`src/rtl/stop_watch_pkg.sv`:
```
// stop_watch_pkg: one-hot state encoding and key decode shared by the stopwatch blocks
package stop_watch_pkg;
    typedef enum logic [3:0] {STOP = 4'h1, RUN = 4'h2, PAUSE = 4'h4, FREEZE = 4'h8} sw_state_t;
    typedef enum logic [1:0] {KEY_NONE = 2'd0, KEY_START = 2'd1, KEY_LAP = 2'd2} key_t;

    // k0 wins when both keys arrive on the same edge
    function automatic key_t decode_key(input logic k0, input logic k1);
        return k0 ? KEY_START : (k1 ? KEY_LAP : KEY_NONE);
    endfunction
endpackage

```
`src/rtl/stop_watch_prescaler.sv`:
```
// stop_watch_prescaler: divides clk by TICK_DIV while enabled, one-cycle tick on wrap
module stop_watch_prescaler #(
    parameter int TICK_DIV = 1000
) (
    input  logic clk,
    input  logic rst_n,
    input  logic enable,
    input  logic clear,
    output logic tick
);
    localparam int PW = $clog2(TICK_DIV);

    logic [PW-1:0] cnt;

    assign tick = enable && cnt == PW'(TICK_DIV - 1);

    always_ff @(posedge clk or negedge rst_n) begin
        if (!rst_n) cnt <= '0;
        else if (clear) cnt <= '0;
        else if (enable) cnt <= tick ? '0 : cnt + 1'b1;
    end
endmodule

```
`src/rtl/stop_watch_lap_ctrl.sv`:
```
// stop_watch_lap_ctrl: stopwatch FSM, time counter, lap memory and display register.
// Define STOP_WATCH_SAT_EN to saturate the counter instead of wrapping.
module stop_watch_lap_ctrl #(
    parameter int TIME_W    = 24,
    parameter int TICK_DIV  = 1000,
    parameter int LAP_DEPTH = 4,
    localparam int IDX_W    = LAP_DEPTH > 1 ? $clog2(LAP_DEPTH) : 1,
    localparam int CNT_W    = $clog2(LAP_DEPTH + 1)
) (
    input  logic              clk,
    input  logic              rst_n,
    input  logic              k0,
    input  logic              k1,
    input  logic [IDX_W-1:0]  lap_rd_idx,
    output logic [TIME_W-1:0] time_o,
    output logic              running,
    output logic              frozen,
    output logic [CNT_W-1:0]  lap_cnt,
    output logic              lap_full,
    output logic              lap_drop,
    output logic [TIME_W-1:0] lap_rd_data,
    output logic              overflow
);
    import stop_watch_pkg::*;

    sw_state_t         state;
    key_t              key;
    logic [TIME_W-1:0] cnt, cap;
    logic [TIME_W-1:0] mem [LAP_DEPTH];
    logic [CNT_W-1:0]  lap_n;
    logic              tick, is_run, full, do_cap, do_clr, drop_q;

    assign key    = decode_key(k0, k1);
    assign is_run = state == RUN || state == FREEZE;
    assign full   = lap_n == CNT_W'(LAP_DEPTH);
    assign do_cap = key == KEY_LAP && is_run;
    assign do_clr = key == KEY_LAP && state == PAUSE;

    stop_watch_prescaler #(.TICK_DIV(TICK_DIV)) u_pre (
        .clk    (clk),
        .rst_n  (rst_n),
        .enable (is_run),
        .clear  (do_clr),
        .tick   (tick)
    );

    always_ff @(posedge clk or negedge rst_n) begin
        if (!rst_n) begin
            state  <= STOP;
            cap    <= '0;
            lap_n  <= '0;
            drop_q <= 1'b0;
        end else begin
            drop_q <= do_cap && full;
            if (key == KEY_START) state <= state == RUN ? PAUSE : RUN;
            else if (do_cap) begin
                state <= FREEZE;
                cap   <= cnt;
                if (!full) lap_n <= lap_n + 1'b1;
            end else if (do_clr) begin
                state <= STOP;
                lap_n <= '0;
            end
        end
    end

    always_ff @(posedge clk or negedge rst_n) begin
        if (!rst_n) begin
            cnt      <= '0;
            overflow <= 1'b0;
        end else if (do_clr) begin
            cnt      <= '0;
            overflow <= 1'b0;
        end else if (tick) begin
`ifdef STOP_WATCH_SAT_EN
            if (cnt != '1) cnt <= cnt + 1'b1;
            if (cnt == ~TIME_W'(1)) overflow <= 1'b1;
`else
            cnt <= cnt + 1'b1;
            if (cnt == '1) overflow <= 1'b1;
`endif
        end
    end

    // lap storage is deliberately left unreset
    always_ff @(posedge clk) begin
        if (do_cap && !full) mem[lap_n[IDX_W-1:0]] <= cnt;
    end

    always_ff @(posedge clk or negedge rst_n) begin
        if (!rst_n) begin
            time_o      <= '0;
            running     <= 1'b0;
            frozen      <= 1'b0;
            lap_cnt     <= '0;
            lap_full    <= 1'b0;
            lap_drop    <= 1'b0;
            lap_rd_data <= '0;
        end else begin
            time_o      <= state == FREEZE ? cap : cnt;
            running     <= is_run;
            frozen      <= state == FREEZE;
            lap_cnt     <= lap_n;
            lap_full    <= full;
            lap_drop    <= drop_q;
            lap_rd_data <= int'(lap_rd_idx) < LAP_DEPTH ? mem[lap_rd_idx] : '0;
        end
    end
endmodule

```
`config.mk`:
```
export PLATFORM = sky130hd
export DESIGN_NAME = stop_watch_lap_ctrl
export DESIGN_NICKNAME = d
export VERILOG_FILES = /design/src/rtl/stop_watch_pkg.sv /design/src/rtl/stop_watch_prescaler.sv /design/src/rtl/stop_watch_lap_ctrl.sv
export SDC_FILE = /design/constraint.sdc
export NUM_CORES = 1
export LEC_CHECK = 0
export CAP_MARGIN = 20
export CORE_MARGIN = 2
export CORE_UTILIZATION = 54
export CTS_BUF_LIST = sky130_fd_sc_hd__clkbuf_2 sky130_fd_sc_hd__clkbuf_4 sky130_fd_sc_hd__clkbuf_8
export CTS_CLUSTER_SIZE = 8
export DETAILED_ROUTE_END_ITERATION = 6
export GPL_TIMING_DRIVEN = 0
export HOLD_SLACK_MARGIN = 0.1
export PLACE_DENSITY_LB_ADDON = 0.25
export SLEW_MARGIN = 20
export SYNTH_ARGS = -nofsm -noshare
export SYNTH_HDL_FRONTEND = slang
export SYNTH_HIERARCHICAL = 1
export SYNTH_SLANG_ARGS = --single-unit
```
`constraint.sdc`:
```
create_clock -name clk -period 2.96 [get_ports clk]
set_input_delay 0.296 -clock clk [delete_from_list [all_inputs] [get_ports clk]]
set_output_delay 0.296 -clock clk [all_outputs]
set_load 0.01 [all_outputs]
```
==> results of run 1 <==
[worst max-delay path, stage by stage, from the launching register on]
cell	delay, ps
dfrtp_2	420
xor2_2	170
and2_4	180
nand4_1	130
or3_4	380
clkinvlp_4	120
nand4_4	110
or4_4	550
buf_6	150
or4_4	410
a21oi_2	120
[routing by layer]
layer | vias up | share of wire [%] | global-route usage, %
met3 | 18 | 5.2 | 3.965
met4 | 0 | 1.8 | 7.951
li1 | 2077 | - | -
met1 | 2327 | 42 | 25.35
met5 | - | 0 | 0
met2 | 119 | 51 | 33.34
[power groups by stage]
stage          combinational, mW  clock (mW)  sequential, mW
2_1_floorplan               1.07           0            4.72
3_3_place_gp                1.85           0            4.76
3_5_place_dp                1.93           0            4.83
4_1_cts                     2.00        2.64            4.78
5_1_grt                     2.18        2.78            4.91
6_report                    1.98        2.59            4.79
[timing repair]
action	in CTS	in global routing
hold endpoints to repair	52	0
pin swaps	4	6
resized for setup	5	8
setup buffers	8	1
hold buffers	1	0
setup endpoints to repair	14	13
[kinds of logic after synthesis]
| group | count (synthesis) | share of synthesized area (%) |
|---|---|---|
| DFF | 218 | 71.71 |
| and+or+nand+nor | 109 | 7.360 |
| muxes | 74 | 13.27 |
| AOI/OAI and AO/OA | 42 | 3.128 |
| buffers and inverters | 31 | 1.723 |
| xor gates and xnor gates | 18 | 1.904 |
| adders and majority gates | 6 | 0.9067 |
[worst min path at each step]
| stage | from | to | cells after the start |
|---|---|---|---|
| CTS | k0 | state[3] | 2 |
| global route | k0 | state[1] | 2 |
| global placement | drop_q | lap_drop | 0 |
| floorplan | rst_n | cap[0] | 0 |
| finish | k0 | state[3] | 2 |
| detailed placement | rst_n | frozen | 1 |
[flip-flops by register name (all words and copies together), names as in the netlist]
register     count
overflow         1
lap_cnt          3
drop_q           1
lap_full         1
time_o          24
lap_n            3
frozen           1
mem             96
u_pre/cnt       10
lap_rd_data     24
state            4
lap_drop         1
cap             24
running          1
cnt             24
[area by class of cell]
| type | count | area, um2 | share of cell area [%] |
|---|---|---|---|
| clock inverters | 4 | 18.77 | 0.1878 |
| multi-input cells | 249 | 2247 | 22.49 |
| clock buffers | 60 | 706.9 | 7.074 |
| flip-flops and latches | 218 | 5938 | 59.42 |
| well taps | 188 | 235.2 | 2.354 |
| inverters | 12 | 48.80 | 0.4883 |
| plain buffers | 17 | 91.34 | 0.9140 |
| repair buffers | 70 | 706.9 | 7.074 |
[layout by cell type (no fill, tap or decap), drive strengths merged, types with 16 or more instances in the layout]
| cell type | instances |
|---|---|
| a21oi | 16 |
| dfrtp | 121 |
| edfxtp | 96 |
| clkdlybuf4s50 | 57 |
| nand2 | 22 |
| nor2 | 24 |
| mux2 | 46 |
| mux4 | 24 |
| clkbuf | 67 |
| buf | 22 |
==> impl_metrics.tcl, run 1 <==
set metrics [dict create \
    cp-end-kind "flip-flop" \
    synth_seq_area_share_pct 71.71 \
    pwr-share-comb_pct 21.2 \
    worstPathRequired_ps 3400 \
    cts_max_level 2 \
    synth.area.top_cells "dfrtp_1, edfxtp_1, mux4_2" \
    rows 45 \
    detail_route.iter0.violations 235 \
    synth_cell_types 49 \
    power_mw 9.364 \
    fmax_mhz 358.0 \
    fin_crit_sh_pct 94.37 \
    final.setup.tns_ps 0 \
    peakVddDrop_uv 552.2 \
    r2r_start "state[1]" \
    antenna_left 0 \
    grt_usage_pct 19.73 \
    final_util_pct 66.23 \
    syn-instance-count 498 \
    cellLeakagePower_nw 3.860 \
    portBuffers 58 \
    power_density_nw_per_um2 937.0 \
    cts_sinks 218 \
    worst_slack_ps 166.6 \
    hpwl_um 9319 \
    ys_ff_latch 218 \
    cts_root_buf "clkbuf_8" \
    drv_cap 0 \
    syn_area_per_cell_um2 16.62 \
    yosys.area.top_type "dfrtp_1" \
    yosysMostFrequentCell "dfrtp_1" \
    synth_flop_cell "dfrtp_1" \
    crit_path_start_kind "flip-flop" \
    synth_nets 510 \
    hold_class "primary input to flip-flop" \
    gp_routability_congestion 0.8319 \
    num-nets-final 616 \
    worst_pin_slew_ps 754.8 \
    fillers 1043 \
    syn_area_um2 8279 \
    clk_pin_slew_ps 60 \
    wirelength_um 15130 \
    hold_ws_ps 197.1 \
    ys_top_cells_by_count "dfrtp_1, edfxtp_1, mux2_2" \
    core_um2 15090 \
    status "finished clean" \
    drc 0 \
    clock_skew_ps 17.34 \
    cp.arrival_ps 3230 \
    critPathKind "flip-flop to flip-flop" \
    place_area_um2 9151 \
    yosysWarnings 6 \
    finalHoldViolCount 0 \
    rsz0062_at_grt "no" \
    place_inst 746 \
    io_pins 62 \
    fin_area_um2 9993 \
    grt_max_degree 70 \
    grt_first_pass_wirelength_um 24550 \
    clk_path_buf_depth 3 \
    firstDrtPassIters 4 \
    fp.dieArea_um2 16340 \
    switchingPower_mw 2.685 \
    synth_edf_count 96 \
    drv_slew 0 \
    p_sw_share_pct 28.67 \
    die_height_um 127.8 \
    avgViaCountPerCell 5.551 \
    worstSetupEndpoint "cnt[19]" \
    crit_fanout 5 \
    drive_above_1_share_pct 28.73 \
    r2r_cells 10 \
    cts_buffers 36 \
    regToRegSetupSlack_ps 170 \
    antenna_cells 0 \
    dp_slack_ps -344.3 \
    dr_total_vias 4541 \
    period_needed_ps 2793 \
    slew-limit-headroom_pct 49.40 \
    die_w_um 127.8 \
    p_int_mw 6.679 \
    start_util_pct 54.87 \
    stdcell_count 818 \
    reg2reg_to "cnt[19]" \
    setup_violations 0 \
    yosys.area.top_type_share_pct 36.57 \
    grt_pass1_vias 4699 \
    clock_power_share_pct 27.7 \
    ys_async_sr_fraction_pct 55.96 \
    antenna_found_initial 0 \
    syn_to_final_growth_pct 20.70 \
    pwr-share-seq_pct 51.2 \
    overflow 0 \
    cts_tree "done" \
    post_drt_wl_per_cell_um 18.49 \
    insertion_delay_ps 510 \
    crit_start "state[1]" \
]
Note: power is estimated with default switching activity, not from simulation.
==> run 2: changes to the inputs <==
--- a/config.mk
+++ b/config.mk
@@ -7,7 +7,7 @@
 export LEC_CHECK = 0
 export CAP_MARGIN = 20
 export CORE_MARGIN = 2
-export CORE_UTILIZATION = 54
+export CORE_UTILIZATION = 60
 export CTS_BUF_LIST = sky130_fd_sc_hd__clkbuf_2 sky130_fd_sc_hd__clkbuf_4 sky130_fd_sc_hd__clkbuf_8
 export CTS_CLUSTER_SIZE = 8
 export DETAILED_ROUTE_END_ITERATION = 6
==> constraint.sdc (replaced) <==
create_clock -name clk -period 3.5 [get_ports clk]
set_input_delay 0.35 -clock clk [delete_from_list [all_inputs] [get_ports clk]]
set_output_delay 0.35 -clock clk [all_outputs]
set_load 0.01 [all_outputs]
==> impl_metrics.tcl, run 2 (synthesized netlist as in run 1, its figures left out) <==
set metrics [dict create \
    antenna_found_initial 0 \
    mostFrequentLayoutCells "dfrtp_1, edfxtp_1, clkdlybuf4s50_1, mux2_2, clkbuf_8" \
    worst_pin_slew_ps 769.1 \
    cp_slowest_cell "or4_4" \
    drv_slew 0 \
    drv_cap 0 \
    detail_route.iter0.violations 293 \
    antenna_cells 0 \
    firstDrtPassIters 5 \
    dr_total_vias 4523 \
    period_needed_ps 3236 \
    cp.arrival_ps 3650 \
    cts_buffers 35 \
    place_inst 733 \
    grt_max_degree 74 \
    rsz0062_at_grt "no" \
    fin_area_um2 9851 \
    max_stage_delay_ps 560 \
    fmax_mhz 309.0 \
    syn_to_final_growth_pct 18.98 \
    grt_first_pass_wirelength_um 23770 \
    finalHoldViolCount 0 \
    rows 42 \
    gp_routability_congestion 0.8370 \
    hold_class "primary input to flip-flop" \
    crit_fanout 10 \
    fin_crit_sh_pct 92.46 \
    peakVddDrop_uv 486.9 \
    setup_violations 0 \
    cts_setup_buffers 0 \
    grt_pass1_vias 4619 \
    stdcell_count 796 \
    clk_path_buf_depth 3 \
    crit_chain "xor2_1, and2_2, nand4_1, or3_4, inv_1, nand4_2, or4_4, buf_6, or4_1, a21oi_1" \
    largest_register_ffs 96 \
    cp-end-kind "flip-flop" \
    cts_root_buf "clkbuf_8" \
    status "finished clean" \
    wirelength_um 14780 \
    die_w_um 121.5 \
    post_drt_wl_per_cell_um 18.56 \
    slew-limit-headroom_pct 48.73 \
    antenna_left 0 \
    grt_usage_pct 21.39 \
    clock_skew_ps 21.98 \
    cts_sinks 218 \
    critPathKind "flip-flop to flip-flop" \
    layout_commonest_cell "dfrtp_1" \
    fp.dieArea_um2 14750 \
    worstPathRequired_ps 3910 \
    portBuffers 58 \
    power_density_nw_per_um2 794.7 \
    overflow 0 \
    hpwl_um 9342 \
    insertion_delay_ps 510 \
    drive_above_1_share_pct 26.13 \
    cellLeakagePower_nw 3.803 \
    io_pins 62 \
    clk_pin_slew_ps 60 \
    place_area_um2 9114 \
    cts_tree "done" \
    crit_path_start_kind "flip-flop" \
    num-nets-final 606 \
    avgViaCountPerCell 5.682 \
    start_util_pct 62.03 \
    drc 0 \
    core_um2 13350 \
    die_height_um 121.5 \
    cts_max_level 2 \
]
==> run 2: power by group <==
group,leakage [nW],total [mW],internal [mW],switching [mW]
clock network,0.386,2.17,1.26,0.914
registers,2.36,4.05,3.47,0.581
logic,1.06,1.60,0.862,0.742
==> run 2: what timing repair did <==
item                       4_1_cts  5_1_grt
hold buffers                     1        0
gates resized for setup          0        2
hold endpoints to repair        49        0
setup endpoints to repair        0       12
==> run 2: final timing paths <==
kind | endpoint | start | cells after the start | slack, ps
setup reg to reg | cnt[19] | state[1] | 10 | 260
hold / removal | state[3] | k0 | 2 | 260
hold reg to reg | lap_drop | drop_q | 0 | 350
setup / recovery | cnt[19] | state[1] | 10 | 260
max in group asynchronous | state[0] | rst_n | 3 | 2400
min in group asynchronous | lap_rd_data[20] | rst_n | 2 | 360
==> run 2: stage by stage <==
step,setup slack (ps),hold WS [ps],util (%),power (mW),setup TNS (ps)
floorplan,428.8,54.41,-,4.893,0
global route,89.99,275.9,73.80,8.238,0
detailed placement,41.64,324.6,68.28,5.710,0
CTS,18.33,241.6,73.75,7.893,0
global placement,-2474,343.8,68.03,5.570,-299120
finish,263.8,255.8,73.80,7.828,0
==> run 2: layer usage <==
metal,up-vias,GRT usage [%],share of wire [%]
li1,2060,-,-
met5,-,0,0
met4,0,6.394,1.7
met1,2318,28.35,40
met2,119,36.03,53
met3,26,4.746,5.4
==> run 2: area by class of cell <==
type	instances	area (um2)
fillers	826	3497
clock inverters	3	20.02
repair buffers	60	619.3
plain buffers	18	93.84
well taps	176	220.2
multi-input cells	249	2215
flip-flops and latches	218	5937
clock buffers	60	700.7
inverters	12	45.04
==> run 2: critical path, delay by kind of cell, from the launching register on <==
family | cells | cell delay [ps]
AO/OA/AOI/OAI | 1 | 160
XOR/XNOR | 1 | 190
buffers and inverters | 2 | 380
flip-flops | 1 | 440
AND/OR/NAND/NOR | 6 | 1980
==> run 3: changes to the inputs <==
--- a/config.mk
+++ b/config.mk
@@ -12,7 +12,7 @@
 export CTS_CLUSTER_SIZE = 8
 export DETAILED_ROUTE_END_ITERATION = 6
 export GPL_TIMING_DRIVEN = 0
-export HOLD_SLACK_MARGIN = 0.1
+export HOLD_SLACK_MARGIN = 0.15
 export PLACE_DENSITY_LB_ADDON = 0.25
 export SLEW_MARGIN = 20
 export SYNTH_ARGS = -nofsm -noshare
==> results of run 3 <==
Same layout as run 2: the final DEF is identical, and so are final timing and power.
